===== src/rtl/odp_writer.sv =====
// Output data processor: packs 16-bit result pixels two-per-word into a FIFO and
// writes them to external RAM as bursts of up to BURST_LEN words through the RAM controller.
module odp_writer #(
    parameter int FIFO_DEPTH = 32,
    parameter int BURST_LEN  = 16
) (
    input  logic        clk,
    input  logic        rst_n,
    input  logic        px_in_vld,
    input  logic [15:0] px_in,
    output logic        px_in_rdy,
    output logic        MEM_REQ,
    output logic [31:0] MEM_ADDR,
    output logic [3:0]  MEM_CMD,
    output logic        MEM_WE,
    output logic [31:0] MEM_DOUT,
    output logic        MEM_WVLD,
    input  logic        MEM_WRDY,
    input  logic        MEM_ODP_SEL,
    input  logic        MEM_FIN,
    input  logic        ODP_START,
    output logic        ODP_STATUS,
    input  logic [31:0] CFG_WRITE_START_ADDR,
    input  logic [8:0]  CFG_WIDTH,
    input  logic [8:0]  CFG_HEIGHT,
    input  logic [9:0]  CFG_NUM_FMAP
);
    localparam int AW = $clog2(FIFO_DEPTH);
    localparam int CW = AW + 1;

    // Handshakes: a pixel moves on px_in_vld & px_in_rdy, a word moves on
    // MEM_WVLD & MEM_WRDY; both sides sample on the rising clock edge.
    typedef enum logic [2:0] {
        S_IDLE, S_CALC, S_FILL, S_REQ, S_DATA, S_WAIT_FIN, S_DONE
    } state_t;

    state_t        state_q, state_d;
    logic          status_q, status_d;
    logic [31:0]   addr_q, addr_d;
    logic [27:0]   p_q, p_d;
    logic [26:0]   t_q, t_d;
    logic [26:0]   w_done_q, w_done_d;
    logic [27:0]   px_cnt_q, px_cnt_d;
    logic          half_q, half_d;
    logic [15:0]   hold_q, hold_d;
    logic [AW-1:0] wr_ptr_q, wr_ptr_d, rd_ptr_q, rd_ptr_d;
    logic [CW-1:0] count_q, count_d;
    logic [4:0]    pop_cnt_q, pop_cnt_d;
    logic [31:0]   mem_q [FIFO_DEPTH];

    logic          fifo_full, fifo_empty, px_xfer, push, pop, job_start, mem_req;
    logic [31:0]   push_data;
    logic [26:0]   words_left;
    logic [4:0]    burst_len;

    assign fifo_full  = (count_q == CW'(FIFO_DEPTH));
    assign fifo_empty = (count_q == '0);
    assign px_in_rdy  = status_q && !fifo_full && (px_cnt_q < p_q);
    assign px_xfer    = px_in_vld && px_in_rdy;
    assign job_start  = (state_q == S_IDLE) && ODP_START;

    assign words_left = t_q - w_done_q;
    assign burst_len  = (words_left < 27'(BURST_LEN)) ? words_left[4:0] : 5'(BURST_LEN);

    assign mem_req    = (state_q == S_REQ) || (state_q == S_DATA) || (state_q == S_WAIT_FIN);
    assign MEM_REQ    = mem_req;
    assign MEM_WE     = mem_req;
    assign MEM_ADDR   = mem_req ? (addr_q + {3'b000, w_done_q, 2'b00}) : 32'h0;
    assign MEM_CMD    = mem_req ? 4'(burst_len - 5'd1) : 4'h0;
    assign MEM_WVLD   = (state_q == S_DATA) && !fifo_empty;
    assign MEM_DOUT   = MEM_WVLD ? mem_q[rd_ptr_q] : 32'h0;
    assign ODP_STATUS = status_q;
    assign pop        = MEM_WVLD && MEM_WRDY;

    // Pixel packing: even pixel waits in hold_q, odd pixel completes the word.
    always_comb begin
        push      = 1'b0;
        push_data = '0;
        half_d    = half_q;
        hold_d    = hold_q;
        px_cnt_d  = px_cnt_q;
        if (job_start) begin
            px_cnt_d = '0;
            half_d   = 1'b0;
        end else if (px_xfer) begin
            px_cnt_d = px_cnt_q + 28'd1;
            if (half_q) begin
                push      = 1'b1;
                push_data = {px_in, hold_q};
                half_d    = 1'b0;
            end else if (px_cnt_q == p_q - 28'd1) begin
                push      = 1'b1;
                push_data = {16'h0000, px_in};
            end else begin
                hold_d = px_in;
                half_d = 1'b1;
            end
        end
    end

    always_comb begin
        wr_ptr_d = push ? wr_ptr_q + AW'(1) : wr_ptr_q;
        rd_ptr_d = pop ? rd_ptr_q + AW'(1) : rd_ptr_q;
        count_d  = count_q;
        case ({push, pop})
            2'b10:   count_d = count_q + CW'(1);
            2'b01:   count_d = count_q - CW'(1);
            default: count_d = count_q;
        endcase
    end

    always_comb begin
        state_d   = state_q;
        status_d  = status_q;
        addr_d    = addr_q;
        p_d       = p_q;
        t_d       = t_q;
        w_done_d  = w_done_q;
        pop_cnt_d = pop_cnt_q;
        case (state_q)
            S_IDLE: begin
                if (ODP_START) begin
                    p_d      = 28'(CFG_WIDTH) * 28'(CFG_HEIGHT) * 28'(CFG_NUM_FMAP);
                    addr_d   = CFG_WRITE_START_ADDR;
                    w_done_d = '0;
                    // An empty job never leaves IDLE.
                    if (p_d != 28'd0) begin
                        state_d  = S_CALC;
                        status_d = 1'b1;
                    end
                end
            end
            S_CALC: begin
                t_d     = p_q[27:1] + 27'(p_q[0]);
                state_d = S_FILL;
            end
            S_FILL: begin
                if (count_q >= CW'(burst_len)) begin
                    pop_cnt_d = '0;
                    state_d   = S_REQ;
                end
            end
            S_REQ: begin
                if (MEM_ODP_SEL) state_d = S_DATA;
            end
            S_DATA: begin
                if (pop) begin
                    pop_cnt_d = pop_cnt_q + 5'd1;
                    if (pop_cnt_d == burst_len) state_d = S_WAIT_FIN;
                end
            end
            S_WAIT_FIN: begin
                if (MEM_FIN) begin
                    w_done_d = w_done_q + 27'(burst_len);
                    state_d  = (w_done_d < t_q) ? S_FILL : S_DONE;
                end
            end
            S_DONE: begin
                status_d = 1'b0;
                state_d  = S_IDLE;
            end
            default: state_d = S_IDLE;
        endcase
    end

    always_ff @(posedge clk or negedge rst_n) begin
        if (!rst_n) begin
            state_q   <= S_IDLE;
            status_q  <= 1'b0;
            addr_q    <= '0;
            p_q       <= '0;
            t_q       <= '0;
            w_done_q  <= '0;
            px_cnt_q  <= '0;
            half_q    <= 1'b0;
            hold_q    <= '0;
            wr_ptr_q  <= '0;
            rd_ptr_q  <= '0;
            count_q   <= '0;
            pop_cnt_q <= '0;
        end else begin
            state_q   <= state_d;
            status_q  <= status_d;
            addr_q    <= addr_d;
            p_q       <= p_d;
            t_q       <= t_d;
            w_done_q  <= w_done_d;
            px_cnt_q  <= px_cnt_d;
            half_q    <= half_d;
            hold_q    <= hold_d;
            wr_ptr_q  <= wr_ptr_d;
            rd_ptr_q  <= rd_ptr_d;
            count_q   <= count_d;
            pop_cnt_q <= pop_cnt_d;
        end
    end

    // Storage array needs no reset; occupancy is tracked by the pointers.
    always_ff @(posedge clk) begin
        if (push) mem_q[wr_ptr_q] <= push_data;
    end

endmodule


===== config.mk =====
export PLATFORM = sky130hd
export DESIGN_NAME = odp_writer
export DESIGN_NICKNAME = d
export VERILOG_FILES = /design/src/rtl/odp_writer.sv
export SDC_FILE = /design/constraint.sdc
export NUM_CORES = 2
export LEC_CHECK = 0
export CORE_UTILIZATION = 53
export DETAILED_ROUTE_END_ITERATION = 12
export PLACE_DENSITY = 0.76
export SYNTH_ARGS = -nofsm -noshare
export SYNTH_HDL_FRONTEND = slang
export SYNTH_SLANG_ARGS = --single-unit

===== constraint.sdc =====
create_clock -name clk -period 7.7 [get_ports clk]
set_input_delay 0.77 -clock clk [delete_from_list [all_inputs] [get_ports clk]]
set_output_delay 0.77 -clock clk [all_outputs]
set_load 0.01 [all_outputs]

==> flow_metrics.env <==
export IMPL_status="finished with violations"
export IMPL_violations="negative setup slack"
export IMPL_hold_viol=0
export IMPL_synth_fa_ha_area_share_pct=10.4
export IMPL_slowest_stage="or4b_4"
export IMPL_clk_latency_ns=0.73
export IMPL_cp_max_fo=6
export IMPL_drv_cap=0
export IMPL_coreArea_um2=117000
export IMPL_numCtsBuffers=115
export IMPL_reg2reg_depth=37
export IMPL_drt_first_pass_iters=6
export IMPL_drcViolationCount=0
export IMPL_r2r_end="state_q[2]$_DFFE_PN0P_"
export IMPL_ant_nets=0
export IMPL_drtIter0Drc=4389
export IMPL_cts_tree="built"
export IMPL_dp_slack_ns=-3.10
export IMPL_setup_ws_ns=-1.75
export IMPL_drive_above_1_share_pct=23.3
export IMPL_hold_class="input pin to async pin"
export IMPL_rows=125
export IMPL_worstPathArrival_ns=10.02
export IMPL_synth_area_leaders="edfxtp_1, mux4_2, dfrtp_1, fa_1, ha_1"
export IMPL_syn_inst=4446
export IMPL_yosys_area_top_type="edfxtp_1"
export IMPL_place_gp_congestion=0.910
export IMPL_cts_root_buf="clkbuf_16"
export IMPL_stdcell_count=6495
export IMPL_slew_headroom_pct=3.90
export IMPL_crit_required_ns=8.27
export IMPL_wl_per_cell_um=25.8
export IMPL_io_pins=156
export IMPL_synth_mux_area_share_pct=12.7
export IMPL_ys_types=88
export IMPL_nets=5370
export IMPL_avgSynthCellArea_um2=14.1
export IMPL_synth_top_cell_area_share_pct=49.1
export IMPL_syn_area_um2=62600
export IMPL_grt_max_degree=127
export IMPL_fmax_mhz=106
export IMPL_ys_async_sr_fraction_pct=15.2
export IMPL_hpwl_um=104000
export IMPL_route_vias_total=39973
export IMPL_multi_input_area_um2=26400
export IMPL_drt_total_wl_um=167000
export IMPL_regToRegSetupSlack_ns=-0.12
export IMPL_crit_path_end_kind="flop"
export IMPL_synth_compound_area_share_pct=5.30
export IMPL_synth_nets=4942
export IMPL_overflow=0
export IMPL_viasPerCell=6.15
export IMPL_r2r_start="w_done_q[0]$_DFFE_PN0P_"
export IMPL_final_cell_mix="edfxtp_1, nand2_1, buf_4, mux4_2, inv_1"
export IMPL_cts_buffer_depth=3
export IMPL_grtUsageTotal_pct=28.1
export IMPL_worstSetupStartpoint="CFG_WIDTH[6]"
export IMPL_die_width_um=346
export IMPL_antenna_found_initial=5
export IMPL_ys_seq_elements=1208
export IMPL_clkTransAtPathRegs_ns=0.06
export IMPL_synthToLayoutAreaGrowth_pct=17.0
export IMPL_synth_simple_area_share_pct=9.28
export IMPL_worstSetupStartpointType="input pin"
export IMPL_synth_edff_count=1024
export IMPL_io_buffers=155
export IMPL_setup_viol=18
export IMPL_ys_flop_type="edfxtp_1"
export IMPL_fill_cells=8244
export IMPL_ctsHoldBuffers=0
export IMPL_cts_sinks=1208
export IMPL_seqCellArea_um2=35400
export IMPL_path_class="input pin to flop"
export IMPL_worst_pin_slew_ns=1.44
export IMPL_maxSlewViolCount=0
export IMPL_layout_commonest_cell="edfxtp_1"
export IMPL_synth_top_family_by_area="multiplexers"
export IMPL_slowest_delay_ns=0.61
export IMPL_start_util_pct=53.7
export IMPL_grt_pass1_vias=40442
export IMPL_rsz0062_at_grt="yes"
export IMPL_die_y_um=346
export IMPL_place_area_um2=68200
export IMPL_fin_crit_ns=9.45
export IMPL_dp_cells=6222
export IMPL_final_cell_area_um2=73300
export IMPL_die_area_um2=120000
export IMPL_timing_final_crit_share_pct=123
export IMPL_ys_warnings_count=0
export IMPL_synth_seq_area_share_pct=56.5
export IMPL_grt_pass1_wl_um=252000
export IMPL_synthXorXnorAreaFrac_pct=2.59
export IMPL_finClkSkew_ns=0.0577
export IMPL_cts_max_level=3
export IMPL_crit_top_cell="fa_1"
[flip-flops by register name, indices dropped and copies added (netlist names)]
register	cells
addr_q	32
p_q	28
ODP_STATUS	1
count_q	6
half_q	1
state_q	3
px_cnt_q	28
rd_ptr_q	5
wr_ptr_q	5
pop_cnt_q	5
w_done_q	27
t_q	27
hold_q	16
mem_q	1024
[synthesized netlist by cell type (129+ instances only)]
library cell	instances
edfxtp_1	1024
nand2_1	388
mux4_2	320
inv_1	318
nor2_1	239
ha_1	233
dfrtp_1	184
clkbuf_1	181
fa_1	180
a21oi_1	140
and2_1	134
xnor2_1	129
[worst max-delay path, delay by kind of cell]
family / cells / cell delay [ns]
and+or+nand+nor: 6 / 1.26
buffers and inverters: 11 / 1.02
AOI/OAI and AO/OA: 12 / 1.62
adders and majority gates: 11 / 5.01
xor gates and xnor gates: 2 / 0.33
[logic make-up (layout without fill, tap and decap cells)]
kind of cell    Yosys count  after routing
flops                  1208           1208
simple gates           1187           1187
buf+inv                 545           1068
compound gates          518            518
fa+ha+maj               413            413
mux                     390            390
xor+xnor                185            185
other cells               0              2
[layout make-up]
type | count | area share [%]
flip-flops and latches | 1208 | 48.3
well taps | 1524 | 2.60
multi-input cells | 2693 | 36.0
repair buffers | 536 | 6.20
clock buffers | 149 | 4.24
clock inverters | 63 | 1.08
inverters | 320 | 1.64
diodes | 2 | 0.00683
[repair_timing]
action | in CTS | in global routing
pin swaps | 94 | 119
setup buffers | 38 | 28
resized for setup | 142 | 158
endpoints found under the setup margin | 22 | 22
gates cloned | 0 | 0
[worst max-delay path by stage]
| stage | endpoint | slack (ns) | cells past startpoint |
|---|---|---|---|
| floorplan | state_q[0]$_DFFE_PN0P_ | -2.05 | 44 |
| global placement | state_q[2]$_DFFE_PN0P_ | -2.92 | 42 |
| detailed placement | state_q[0]$_DFFE_PN0P_ | -3.10 | 44 |
| CTS | state_q[0]$_DFFE_PN0P_ | -1.73 | 44 |
| global route | state_q[0]$_DFFE_PN0P_ | -2.11 | 44 |
| finish | state_q[0]$_DFFE_PN0P_ | -1.75 | 42 |
[metal layers]
| metal | track usage, % | part of all wire [%] | routed length, um | up-vias |
|---|---|---|---|---|
| met3 | 4.40 | 8.9 | 14900 | 355 |
| met1 | 38.5 | 39 | 65700 | 20211 |
| met4 | 9.72 | 3.6 | 6110 | 2 |
| met2 | 46.0 | 48 | 80700 | 2078 |
| met5 | 0 | 0.0066 | 11 | - |
| li1 | - | - | - | 17327 |
[stage by stage]
stage               util, %  hold slack [ns]  setup TNS (ns)
finish                 62.8            0.116          -15.69
detailed placement     58.4            0.461          -44.50
CTS                    62.3            0.123          -16.13
global placement       58.4            0.450          -41.42
global route           62.8            0.159          -22.19
floorplan                 -            0.437          -21.23
Power is left out: the tool's default activity adds up to more than one toggle a clock period on the data nets, which glitch-free logic cannot reach.
